### config.mk
export PLATFORM = sky130hd
export DESIGN_NAME = uart_rx_block_flat
export DESIGN_NICKNAME = d
export VERILOG_FILES = /design/src/rtl/uart_defs.sv /design/src/rtl/uart_rx_block_if.sv /design/src/rtl/rx_shift_register.sv /design/src/rtl/uart_rx_block.sv /design/src/flat_wrapper.sv
export SDC_FILE = /design/constraint.sdc
export NUM_CORES = 1
export LEC_CHECK = 0
export ABC_AREA = 1
export BUFFER_PORTS_ARGS = -buffer_cell sky130_fd_sc_hd__buf_2
export CAP_MARGIN = 20
export CORE_UTILIZATION = 32
export CTS_BUF_LIST = sky130_fd_sc_hd__clkbuf_8
export CTS_CLUSTER_SIZE = 30
export DETAILED_ROUTE_END_ITERATION = 10
export PLACE_DENSITY = 0.5
export SLEW_MARGIN = 20
export SYNTH_ARGS = -nofsm -noshare
export SYNTH_HDL_FRONTEND = slang
export SYNTH_SLANG_ARGS = --single-unit
### constraint.sdc
create_clock -name clk -period 3.02 [get_ports clk]
set_clock_uncertainty 0.2 [all_clocks]
set_input_delay 0.151 -clock clk [delete_from_list [all_inputs] [get_ports clk]]
set_output_delay 0.151 -clock clk [all_outputs]
set_load 0.03 [all_outputs]
### src/rtl/uart_defs.sv
// rtl/uart_defs.sv - frame constants and receiver state encodings shared by the UART blocks
package uart_defs;
    localparam int WORD_SIZE_DEF    = 8;
    localparam int CLKS_PER_BIT_DEF = 8;

    typedef enum logic [1:0] {
        IDLE      = 2'd0,
        STARTING  = 2'd1,
        RECEIVING = 2'd2
    } rx_state_t;
endpackage

### src/rtl/uart_rx_block_if.sv
// rtl/uart_rx_block_if.sv - host-side byte handshake and status of the UART receiver
interface uart_rx_if #(
    parameter int WORD_SIZE = 8
);
    logic [WORD_SIZE-1:0] data_bus;
    logic                 read_not_ready_out;
    logic                 read_not_ready_in;
    logic                 error1;
    logic                 error2;

    modport master (
        output data_bus, read_not_ready_out, error1, error2,
        input  read_not_ready_in
    );

    modport slave (
        input  data_bus, read_not_ready_out, error1, error2,
        output read_not_ready_in
    );
endinterface

### src/rtl/rx_shift_register.sv
// rtl/rx_shift_register.sv - LSB-first deserialiser: new bits enter at the MSB and move right
module rx_shift_register #(
    parameter int WORD_SIZE = 8
) (
    input  logic                 clk,
    input  logic                 reset,
    input  logic                 clear,
    input  logic                 enable,
    input  logic                 bit_in,
    output logic [WORD_SIZE-1:0] data
);
    always_ff @(posedge clk) begin
        if (!reset || clear) begin
            data <= '0;
        end else if (enable) begin
            data <= (data >> 1) | (WORD_SIZE'(bit_in) << (WORD_SIZE - 1));
        end
    end
endmodule

### src/rtl/uart_rx_block.sv
// rtl/uart_rx_block.sv - oversampling UART receiver with ready/ack handoff and overrun/framing flags
module uart_rx_block
    import uart_defs::*;
#(
    parameter int WORD_SIZE    = WORD_SIZE_DEF,
    parameter int CLKS_PER_BIT = CLKS_PER_BIT_DEF
) (
    input  logic    clk,
    input  logic    reset,
    input  logic    serial_in,
    uart_rx_if.master host
);
    localparam int CW = $clog2(CLKS_PER_BIT);
    localparam int BW = $clog2(WORD_SIZE + 1);
    localparam logic [CW-1:0] HALF_LAST = CW'(CLKS_PER_BIT / 2 - 1);
    localparam logic [CW-1:0] BIT_LAST  = CW'(CLKS_PER_BIT - 1);
    localparam logic [BW-1:0] STOP_IDX  = BW'(WORD_SIZE);

    rx_state_t            state;
    logic [CW-1:0]        sample_cnt;
    logic [BW-1:0]        bit_cnt;
    logic                 sync1;
    logic                 serial_s;
    logic [WORD_SIZE-1:0] shift_data;
    logic                 shift_en;
    logic                 shift_clr;

    assign shift_clr = (state == STARTING) && (sample_cnt == HALF_LAST) && !serial_s;
    assign shift_en  = (state == RECEIVING) && (sample_cnt == BIT_LAST) && (bit_cnt != STOP_IDX);

    rx_shift_register #(.WORD_SIZE(WORD_SIZE)) u_shift (
        .clk    (clk),
        .reset  (reset),
        .clear  (shift_clr),
        .enable (shift_en),
        .bit_in (serial_s),
        .data   (shift_data)
    );

    always_ff @(posedge clk) begin
        if (!reset) begin
            state                   <= IDLE;
            sample_cnt              <= '0;
            bit_cnt                 <= '0;
            sync1                   <= 1'b1;
            serial_s                <= 1'b1;
            host.data_bus           <= '0;
            host.read_not_ready_out <= 1'b0;
            host.error1             <= 1'b0;
            host.error2             <= 1'b0;
        end else begin
            sync1    <= serial_in;
            serial_s <= sync1;
            // A stop-sample load below overrides this, so a coincident ack loses.
            if (host.read_not_ready_in) begin
                host.read_not_ready_out <= 1'b0;
            end
            case (state)
                IDLE: begin
                    if (!serial_s) begin
                        state      <= STARTING;
                        sample_cnt <= '0;
                    end
                end
                STARTING: begin
                    if (sample_cnt == HALF_LAST) begin
                        sample_cnt <= '0;
                        bit_cnt    <= '0;
                        state      <= serial_s ? IDLE : RECEIVING;
                    end else begin
                        sample_cnt <= sample_cnt + 1'b1;
                    end
                end
                RECEIVING: begin
                    if (sample_cnt == BIT_LAST) begin
                        sample_cnt <= '0;
                        if (bit_cnt != STOP_IDX) begin
                            bit_cnt <= bit_cnt + 1'b1;
                        end else begin
                            host.data_bus           <= shift_data;
                            host.read_not_ready_out <= 1'b1;
                            host.error2             <= ~serial_s;
                            host.error1             <= host.read_not_ready_out && !host.read_not_ready_in;
                            state                   <= IDLE;
                        end
                    end else begin
                        sample_cnt <= sample_cnt + 1'b1;
                    end
                end
                default: state <= IDLE;
            endcase
        end
    end
endmodule
### src/flat_wrapper.sv
// flat-port wrapper written by rule: the top's interface ports become plain ports
module uart_rx_block_flat import uart_defs::*;
#(
    parameter int WORD_SIZE    = WORD_SIZE_DEF,
    parameter int CLKS_PER_BIT = CLKS_PER_BIT_DEF
)
  (clk, reset, serial_in, host_data_bus, host_read_not_ready_out, host_error1, host_error2, host_read_not_ready_in);
  uart_rx_if #(.WORD_SIZE(WORD_SIZE)) host_i ();
  input  logic clk;
  input  logic reset;
  input  logic serial_in;
  output wire logic [$bits(host_i.data_bus)-1:0] host_data_bus;
  output wire logic [$bits(host_i.read_not_ready_out)-1:0] host_read_not_ready_out;
  output wire logic [$bits(host_i.error1)-1:0] host_error1;
  output wire logic [$bits(host_i.error2)-1:0] host_error2;
  input wire logic [$bits(host_i.read_not_ready_in)-1:0] host_read_not_ready_in;
  assign host_data_bus = host_i.data_bus;
  assign host_read_not_ready_out = host_i.read_not_ready_out;
  assign host_error1 = host_i.error1;
  assign host_error2 = host_i.error2;
  assign host_i.read_not_ready_in = host_read_not_ready_in;
  uart_rx_block #(.WORD_SIZE(WORD_SIZE), .CLKS_PER_BIT(CLKS_PER_BIT)) u_core (.clk(clk), .reset(reset), .serial_in(serial_in), .host(host_i));
endmodule
* Word-level counts from Yosys, hierarchy flattened
Index checks and enable logic that the tools add are counted.
** Storage, ports and cells
- Register bits after elaboration :: 30
- Bits in latches :: 0
- Memory bits (writable) :: 0
- Memory bits (read-only) :: 0
- Input bits :: 4
- Output and inout port bits :: 11
- Word-level logic and storage cells :: 59
- Memories :: 0
** Operators by class
- Add/sub/neg operators :: 2
- Multiply operators :: 0
- Div/mod/pow operators :: 0
- Order comparisons :: 0
- Equal/unequal tests :: 10
- Shift operators :: 0
- Mux-type cells :: 18
- Bitwise gates (word level) :: 3
- Reductions and logical operators :: 16
** Operator list (number)
- two-way mux 4 bit :: 3
- two-way mux 2 bit :: 5
- inequality test 2 bit (second input constant) :: 5
- two-way mux 3 bit :: 3
- case mux 3 bit (3 select lines) :: 1
- bitwise OR 7 x 8 -> 8 bit :: 1
- case mux 4 bit (2 select lines) :: 1
- AND reduction 4 bit :: 2
- case mux 2 bit (3 select lines) :: 1
- logical AND 1 bit :: 5
- adder 4 x 1 -> 4 bit (second input constant) :: 1
- two-way mux 1 bit :: 4
- inequality test 4 bit (second input constant) :: 1
- adder 3 x 1 -> 3 bit (second input constant) :: 1
- == test 3 x 2 -> 1 bit (second input constant) :: 1
- == test 3 bit (second input constant) :: 1
- zero test 1 bit :: 3
- AND reduction 3 bit :: 1
- nonzero test 3 bit :: 1
- == test 2 x 1 -> 1 bit (second input constant) :: 1
- == test 2 bit (second input constant) :: 1
- zero test 2 bit :: 1
- NOT 1 bit :: 2
- AND reduction 2 bit :: 1
- 2 further kinds :: 2

* Depth between registers and ports, before layout
Gate-level depths: netlist of run 1.
- Depth after elaboration :: 4
- Gate-level depth with buffers :: 9
- Mapped depth without buffers :: 9

* By module
A second synthesis of run 1 with hierarchy kept.
** Unflattened totals
- Cell total of the unflattened synthesis :: 186
- Area total of the unflattened synthesis :: 1385.1 µm²
** Modules (own cells, without submodules)
- uart_rx_block :: times used 1, cells each 150, area each 1102.3 µm², seq. area each 440.4 µm²
- rx_shift_register :: times used 1, cells each 36, area each 282.8 µm², seq. area each 160.2 µm²

* Least setup slack after synthesis of run 1
No wires, ideal clock.
- Path kind :: register to register
- From :: reg u_core.sample_cnt[0]
- To :: reg u_core.bit_cnt[0]
- Setup time :: 0.116 ns
- Arrival time :: 1.286 ns
- Required time :: 2.704 ns
- Setup slack :: 1.419 ns
- Cell stages (with the launch flop) :: 9
- Buffers on the path :: 0
- Period minus slack after synthesis :: 1.601 ns
- Cell sequence :: dfxtp_1 -> ha_1 -> ha_1 -> inv_1 -> nand2_1 -> o21ai_2 -> nor2_1 -> o21ai_0 -> nor2_1
** Between the ends
- Word-level cells in the longest chain between the ends :: 3
- Elaborated cells between the ends (all ways) :: 5
- Those cells by class :: eq/ne: 4; reduce/logical: 1
** Ends and longest elaborated chain
- start: declaration :: line uart_rx_block.sv:20 : logic [CW-1:0] sample_cnt;
- start signal: assignment :: line uart_rx_block.sv:71 : sample_cnt <= sample_cnt + 1'b1;
- start signal: assignment :: line uart_rx_block.sv:87 : sample_cnt <= sample_cnt + 1'b1;
- == test 3 x 2 -> 1 bit or == test 3 bit (tied branches) :: line uart_rx_block.sv:66, uart_rx_block.sv:75
- inequality test 2 bit (no line)
- AND reduction 4 bit (no line) *
- end signal: assignment :: line uart_rx_block.sv:78 : bit_cnt <= bit_cnt + 1'b1;
- end: declaration :: line uart_rx_block.sv:21 : logic [BW-1:0] bit_cnt;
Every way passes the cells marked *; elsewhere a longest branch is shown, timed or not.
A chain may end at the register's enable or synchronous reset.

* Final worst setup path of run 1
- From :: reg u_core.state[0]
- To :: reg u_core.host.read_not_ready_out
** Between the ends
- Word-level cells in the longest chain between the ends :: 2
** Ends and longest elaborated chain
- start: declaration :: line uart_rx_block.sv:19 : rx_state_t state;
- start signal: assignment :: line uart_rx_block.sv:69 : state <= serial_s ? IDLE : RECEIVING;
- == test 2 bit :: line uart_rx_block.sv:58 : case (state)
- two-way mux 1 bit :: line uart_rx_block.sv:58
- end signal: assignment :: line uart_rx_block.sv:48 : host.read_not_ready_out <= 1'b0;
- end signal: assignment :: line uart_rx_block.sv:56 : host.read_not_ready_out <= 1'b0;
- end signal: assignment :: line uart_rx_block.sv:81 : host.read_not_ready_out <= 1'b1;
- end: declaration :: line uart_rx_block_if.sv:12 : output data_bus, read_not_ready_out, error1, error2,
No other way between the ends.

==> results_tabular.tex, run 1 <==
\begin{tabular}{lr}
\hline
Metric & Value \\
\hline
\multicolumn{2}{l}{\textbf{Outcome}} \\
Status & finished clean \\
\multicolumn{2}{l}{\textbf{Setup path}} \\
Type of the worst setup path & flip-flop to flip-flop \\
Slowest cell on crit path & sky130\_fd\_sc\_hd\_\_dfxtp\_1 \\
Buffers plus inverters on the worst setup path & 3 \\
Reg2reg setup slack & 1030 ps \\
Data arrival time of the worst path & 1950 ps \\
Startpoint kind of the worst setup timing path & flip-flop \\
Endpoint type of the worst setup path & flip-flop \\
Crit path max fanout & 11 \\
Crit-path cells & inv\_1 > ha\_1 > inv\_1 > nor2\_1 > nand2\_1 > inv\_1 > nor2\_1 > nor2\_1 \\
Cell class contributing the biggest share of worst-path delay & simple AND/OR/NAND/NOR gates \\
Crit path required time & 2980 ps \\
CP peak stage delay & 390 ps \\
\multicolumn{2}{l}{\textbf{Logic synthesis}} \\
Post-synth EDFFs & 0 \\
Count of yosys warnings during synthesis & 0 \\
Top cell type's share of synthesized area & 42.8\% \\
Library cell occupying the most area in the post-synthesis netlist & sky130\_fd\_sc\_hd\_\_dfxtp\_1 \\
Fraction of synthesis flops using an asynchronous set or reset pin & 0\% \\
Share of the yosys chip area belonging to registers & 42.8\% \\
Number of flip-flops and latches in the synthesized netlist & 30 \\
Synth cell types & 19 \\
Post-Synthesis Cells & 187 \\
Biggest area contributors in the synthesized netlist & sky130\_fd\_sc\_hd\_\_dfxtp\_1 (43\%), sky130\_fd\_sc\_hd\_\_nor2\_1 (13\%), sky130\_fd\_sc\_hd\_\_ha\_1 (11\%) \\
Area of the mapped netlist & 0.00140 sq mm \\
Most used standard cells in the synthesized netlist & sky130\_fd\_sc\_hd\_\_nor2\_1 (50), sky130\_fd\_sc\_hd\_\_dfxtp\_1 (30), sky130\_fd\_sc\_hd\_\_nand2\_1 (27) \\
Mean Syn Cell Area & 7.50 sq um \\
Net Count, Synth & 203 \\
Leading register cell type out of synthesis & sky130\_fd\_sc\_hd\_\_dfxtp\_1 \\
Most used standard cell by instance count after synthesis & sky130\_fd\_sc\_hd\_\_nor2\_1 \\
\multicolumn{2}{l}{\textbf{Timing}} \\
Final Critical Period & 1990 ps \\
Worst setup slack after layout & 1030 ps \\
Number of endpoints failing setup at the final stage & 0 \\
Sum Neg Setup Slack & 0 ps \\
Fraction of the cycle the final worst path needs & 65.8\% \\
Worst slew pin tran & 342 ps \\
Final count of pins violating max slew & 0 \\
Final Hold Fails & 0 \\
RSZ-0062 raised after global routing & no \\
Worst slew slack as a fraction of its limit & 77.1\% \\
Max Fclk & 503 MHz \\
\multicolumn{2}{l}{\textbf{Power and ir drop}} \\
Peak supply drop & 270 uV \\
Comb power frac & 22.9\% \\
Reported net switching power & 0.000325 W \\
Total power density per cell area & 617 mW/mm\^{}2 \\
Net switching fraction of the power & 32.3\% \\
Internal power contribution & 0.000681 W \\
Clk pwr share & 33.2\% \\
Static power due to leakage & 0.738 nW \\
Part of the total power dissipated in sequential elements & 43.9\% \\
\multicolumn{2}{l}{\textbf{Floorplan}} \\
Full die area & 0.00465 sq mm \\
Horizontal die dimension & 68.2 um \\
Initial core utilization & 34.1\% \\
Total core area & 0.00412 sq mm \\
Number of placement rows & 23 \\
Y dimension of the die & 68.2 um \\
Top-Level Pins & 15 \\
\multicolumn{2}{l}{\textbf{GRT}} \\
All-layer global routing usage & 12.6\% \\
Number of antenna violations at the first check in global routing & 0 \\
Global route total overflow & 0 \\
Wire length of the first global-routing pass & 4350 um \\
Maximum number of pins on one net before global-route repair & 18 \\
Via count of the first global-routing pass & 1007 \\
\multicolumn{2}{l}{\textbf{Detailed routing}} \\
Detailed Route Iter0 Violations & 47 \\
DRT antenna net count & 0 \\
Routed wire length & 2550 um \\
Residual DRC & 0 \\
Via density & 4.35 \\
Detailed-route wire length per cell & 9.88 um \\
DR vias & 1123 \\
First-pass detailed-route iteration total & 4 \\
\multicolumn{2}{l}{\textbf{Clock tree}} \\
Total number of clock tree sinks & 30 \\
Number of gates resized after CTS & 0 \\
Number of CTS-inserted buffers & 5 \\
Clock Path Buffers & 2 \\
Insertion delay to the later sink of the worst-skew pair & 280 ps \\
TritonCTS clock tree & done \\
Hold buffers post-CTS & 2 \\
Clock transition at the registers of the reported paths & 60 ps \\
Root Driver & sky130\_fd\_sc\_hd\_\_clkbuf\_8 \\
Max H-tree Level & 2 \\
Post-CTS Setup Bufs & 0 \\
\multicolumn{2}{l}{\textbf{Finish}} \\
\# fillers & 436 \\
Proportion of layout cells with a drive suffix above 1 & 15.9\% \\
Diodes inserted & 0 \\
Area occupied by registers & 601 sq um \\
Non-filler cells in the finished layout & 258 \\
Area occupied by multi-input gates & 694 sq um \\
Area added between synthesis and finish & 16.1\% \\
Final net count & 223 \\
\multicolumn{2}{l}{\textbf{Placement}} \\
Cell Count Post-Placement & 248 \\
Total half-perimeter wirelength after legalization and detailed placement & 1890 um \\
Port-buffer cells & 14 \\
Place WS & 1010 ps \\
RD Place Congestion & 0.812 \\
\multicolumn{2}{l}{\textbf{Worst hold path}} \\
Worst Hold Class & input port to flip-flop \\
\multicolumn{2}{l}{\textbf{Run}} \\
Number of max-cap violations & 0 \\
\hline
\end{tabular}
-- final cells by class --
class                      count  area share [%]
multi-input combinational    131            42.6
sequential                    30            36.9
timing repair buffer          16            5.53
inverter                      23            5.30
clock buffer                   6            5.07
tap                           50            3.84
clock inverter                 2           0.768
-- kinds of logic (layout without fill, tap and decap cells) --
kind of cell / after synthesis / count (layout) / share of synthesized area (%)
AOI/OAI and AO/OA: 29 / 29 / 11.8
adders and majority gates: 12 / 12 / 10.7
buffers and inverters: 26 / 47 / 7.67
DFF: 30 / 30 / 42.8
and+or+nand+nor: 90 / 90 / 27.0
-- registers in the layout, summed over array words and instances (netlist names) --
| name | flops |
|---|---|
| u_core.sample_cnt | 3 |
| u_core.host.error1 | 1 |
| u_core.host.read_not_ready_out | 1 |
| u_core.host.error2 | 1 |
| u_core.bit_cnt | 4 |
| u_core.serial_s | 1 |
| u_core.state | 2 |
| u_core.u_shift.data | 8 |
| u_core.sync1 | 1 |
| u_core.host.data_bus | 8 |
-- routing by layer --
| layer | vias to the layer above | track usage, % | part of all wire (%) |
|---|---|---|---|
| li1 | 625 | - | - |
| met1 | 478 | 15.3 | 51 |
| met2 | 16 | 20.3 | 44 |
| met3 | 4 | 5.00 | 3.1 |
| met4 | 0 | 3.91 | 1.1 |
| met5 | - | 0 | 0 |
-- worst register-to-register path: cells and delay by family (launching register included) --
family	cells	cell delay, ps
and+or+nand+nor	4	520
buffers and inverters	3	500
DFF	1	390
adders and majority gates	1	280
-- power groups by stage --
stage               logic, W  registers, W  clock network, W
detailed placement  0.000233      0.000450                 0
CTS                 0.000235      0.000442          0.000345
floorplan           0.000192      0.000444                 0
global placement    0.000236      0.000450                 0
global route        0.000270      0.000445          0.000361
finish              0.000231      0.000441          0.000334
-- placed cells by master, fill, tap and decap left out, types with 3 or more instances in the layout --
master / n
sky130_fd_sc_hd__clkbuf_8: 6
sky130_fd_sc_hd__ha_1: 12
sky130_fd_sc_hd__nand4_1: 4
sky130_fd_sc_hd__o21ai_0: 21
sky130_fd_sc_hd__inv_1: 20
sky130_fd_sc_hd__dfxtp_1: 30
sky130_fd_sc_hd__nand3_1: 3
sky130_fd_sc_hd__nor2_1: 50
sky130_fd_sc_hd__buf_2: 14
sky130_fd_sc_hd__inv_2: 3
sky130_fd_sc_hd__a21oi_1: 6
sky130_fd_sc_hd__nand2_1: 27
-- worst paths after layout --
kind,start,to,cells past startpoint
min,reset,u_core.state[0]$_SDFFE_PN0P_,3
min reg2reg,u_core.sync1$_SDFF_PN1_,u_core.serial_s$_SDFF_PN1_,1
max reg2reg,u_core.state[0]$_SDFFE_PN0P_,u_core.host.read_not_ready_out$_SDFF_PN0_,8
max,u_core.state[0]$_SDFFE_PN0P_,u_core.host.read_not_ready_out$_SDFF_PN0_,8
-- metrics by stage --
step	utilization (%)	hold slack [ps]	area, sq um	power (W)
2_1_floorplan	-	57.6	1400	0.000636
3_3_place_gp	36.8	140	1510	0.000687
3_5_place_dp	36.8	139	1510	0.000683
4_1_cts	39.6	50.8	1630	0.00102
5_1_grt	39.6	59.4	1630	0.00108
6_report	39.6	51.5	1630	0.00101
(Power assumes the default switching activity.)
==> run 2, diff against run 1 <==
- PLACE_DENSITY: 0.5 -> 0.51
- clock period: 3.02 -> 1.8 ns (I/O delays scaled with it)
==> results_tabular.tex, run 2 (synthesis gave the netlist of run 1 again) <==
\begin{tabular}{lr}
\hline
Metric & Value \\
\hline
\multicolumn{2}{l}{\textbf{Outcome}} \\
Status & finished clean \\
\multicolumn{2}{l}{\textbf{GRT}} \\
All-layer global routing usage & 13.7\% (+1.0 points) \\
Via count of the first global-routing pass & 974 (-3.3\%) \\
Number of antenna violations at the first check in global routing & 0 (unchanged) \\
Maximum number of pins on one net before global-route repair & 17 (-1) \\
Wire length of the first global-routing pass & 4480 um (+3.0\%) \\
Global route total overflow & 0 (unchanged) \\
\multicolumn{2}{l}{\textbf{Clock tree}} \\
Clock transition at the registers of the reported paths & 70 ps (about the same) \\
Max H-tree Level & 2 (unchanged) \\
Root Driver & sky130\_fd\_sc\_hd\_\_clkbuf\_8 \\
Number of CTS-inserted buffers & 5 (unchanged) \\
TritonCTS clock tree & done \\
Clock Path Buffers & 2 (unchanged) \\
Total number of clock tree sinks & 30 (unchanged) \\
Insertion delay to the later sink of the worst-skew pair & 280 ps (about the same) \\
\multicolumn{2}{l}{\textbf{Setup path}} \\
Cell repeated most along the worst path & sky130\_fd\_sc\_hd\_\_nand2\_1 \\
Crit path required time & 1780 ps (-1200 ps) \\
Data arrival time of the worst path & 1670 ps (-280 ps) \\
Slowest cell on crit path & sky130\_fd\_sc\_hd\_\_dfxtp\_1 \\
Startpoint kind of the worst setup timing path & flip-flop \\
Buffers plus inverters on the worst setup path & 2 (-1) \\
Type of the worst setup path & flip-flop to flip-flop \\
Endpoint type of the worst setup path & flip-flop \\
Crit-path cells & inv\_1 > ha\_1 > inv\_2 > nand2\_1 > nand2\_1 > nand3\_2 > a21oi\_1 > nor2\_1 \\
Crit path max fanout & 6 (-5) \\
Cell class contributing the biggest share of worst-path delay & flip-flops \\
CP peak stage delay & 420 ps (+30 ps) \\
\multicolumn{2}{l}{\textbf{Detailed routing}} \\
Highest metal layer with signal wires & met4 \\
Met1 WL & 1440 um (+10\%) \\
Detailed-route wire length per cell & 10.1 um (+2.7\%) \\
First-pass detailed-route iteration total & 4 (unchanged) \\
DR vias & 1141 (+1.6\%) \\
Met3 wire len & 105 um (+35\%) \\
Routed wire length & 2710 um (+6.2\%) \\
Residual DRC & 0 (unchanged) \\
Via density & 4.27 (-1.8\%) \\
Detail Route met2 WL & 1090 um (-3.1\%) \\
Detailed Route Iter0 Violations & 69 (+47\%) \\
DRT antenna net count & 0 (unchanged) \\
\multicolumn{2}{l}{\textbf{Power and ir drop}} \\
Peak supply drop & 403 uV (+49\%) \\
Static power due to leakage & 0.798 nW (+8.0\%) \\
Total power density per cell area & 1080 mW/mm\^{}2 (+74\%) \\
\multicolumn{2}{l}{\textbf{Worst hold path}} \\
Worst Hold Class & flip-flop to flip-flop \\
\multicolumn{2}{l}{\textbf{Timing}} \\
Max Fclk & 589 MHz (+17\%) \\
Worst slew pin tran & 309 ps (-33.1 ps) \\
Number of endpoints failing setup at the final stage & 0 (unchanged) \\
Final Hold Fails & 0 (unchanged) \\
Fraction of the cycle the final worst path needs & 94.3\% (+28 points) \\
Sum Neg Setup Slack & 0 ps (unchanged) \\
Final Critical Period & 1700 ps (-289 ps) \\
RSZ-0062 raised after global routing & no \\
Final count of pins violating max slew & 0 (unchanged) \\
Worst slew slack as a fraction of its limit & 79.4\% (+2.2 points) \\
\multicolumn{2}{l}{\textbf{Floorplan}} \\
Y dimension of the die & 68.2 um (unchanged) \\
Full die area & 0.00465 sq mm (unchanged) \\
Top-Level Pins & 15 (unchanged) \\
Number of placement rows & 23 (unchanged) \\
Total core area & 0.00412 sq mm (unchanged) \\
Horizontal die dimension & 68.2 um (unchanged) \\
Initial core utilization & 34.1\% (unchanged) \\
\multicolumn{2}{l}{\textbf{Finish}} \\
\# fillers & 427 (-2.1\%) \\
Area added between synthesis and finish & 25.1\% \\
Area occupied by registers & 601 sq um (unchanged) \\
Highest-count cells in the layout ignoring fill and taps & sky130\_fd\_sc\_hd\_\_nor2\_1 (50), sky130\_fd\_sc\_hd\_\_dfxtp\_1 (30), sky130\_fd\_sc\_hd\_\_nand2\_1 (26) \\
Largest registers & u\_core.host.data\_bus x8, u\_core.u\_shift.data x8, u\_core.bit\_cnt x4 \\
Final net count & 233 (+4.5\%) \\
Final core utilization & 42.6\% (+3.0 points) \\
Most common cell after layout, fill and taps aside & sky130\_fd\_sc\_hd\_\_nor2\_1 \\
Diodes inserted & 0 (unchanged) \\
Area occupied by multi-input gates & 712 sq um (+2.5\%) \\
Proportion of layout cells with a drive suffix above 1 & 20.3\% (+4.4 points) \\
\multicolumn{2}{l}{\textbf{Placement}} \\
Total half-perimeter wirelength after legalization and detailed placement & 1970 um (+4.3\%) \\
RD Place Congestion & 0.823 (+1.3\%) \\
Port-buffer cells & 14 (unchanged) \\
\multicolumn{2}{l}{\textbf{Run}} \\
Number of max-cap violations & 0 (unchanged) \\
\hline
\end{tabular}
## run 2: timing repair
item	in CTS	in global routing
resized for setup	0	5
buffers inserted	0	0
setup endpoints to repair	0	4
hold buffers	3	0
hold endpoints to repair	3	0
## run 2: path summary, 6_finish.rpt
path,from,slack (ps),endpoint,depth (start not counted)
hold reg to reg,u_core.sync1$_SDFF_PN1_,210,u_core.serial_s$_SDFF_PN1_,1
hold / removal,u_core.sync1$_SDFF_PN1_,210,u_core.serial_s$_SDFF_PN1_,1
setup / recovery,u_core.state[1]$_SDFFE_PN0P_,100,u_core.bit_cnt[3]$_SDFFE_PN0P_,8
setup reg to reg,u_core.state[1]$_SDFFE_PN0P_,100,u_core.bit_cnt[3]$_SDFFE_PN0P_,8
## run 2: stage by stage
step	setup slack (ps)	cells	instance area, sq um	hold WS (ps)	total power (W)
2_1_floorplan	199	187	1400	-3.42	0.00107
3_3_place_gp	93.7	257	1590	77.9	0.00119
3_5_place_dp	45.5	257	1590	78.9	0.00119
4_1_cts	33.3	267	1740	214	0.00189
5_1_grt	5.10	267	1750	250	0.00202
6_report	103	267	1750	213	0.00189
## run 2: area by class of cell
class | instances | area share, %
flip-flops and latches | 30 | 34.2
multi-input cells | 131 | 40.6
well taps | 50 | 3.57
inverters | 23 | 4.92
repair buffers | 26 | 10.3
clock buffers | 6 | 4.71
clock inverters | 1 | 1.71
## run 2: power by group
part / internal (W) / total [W] / switching, W
clock network: 0.000442 / 0.000686 / 0.000244
logic: 0.000180 / 0.000466 / 0.000286
registers: 0.000701 / 0.000737 / 0.0000351
## run 2: per-layer routing
layer	vias to the layer above	GRT usage, %
met4	0	7.81
met3	7	5.00
met1	471	17.8
met2	18	19.1
li1	645	-
met5	-	0
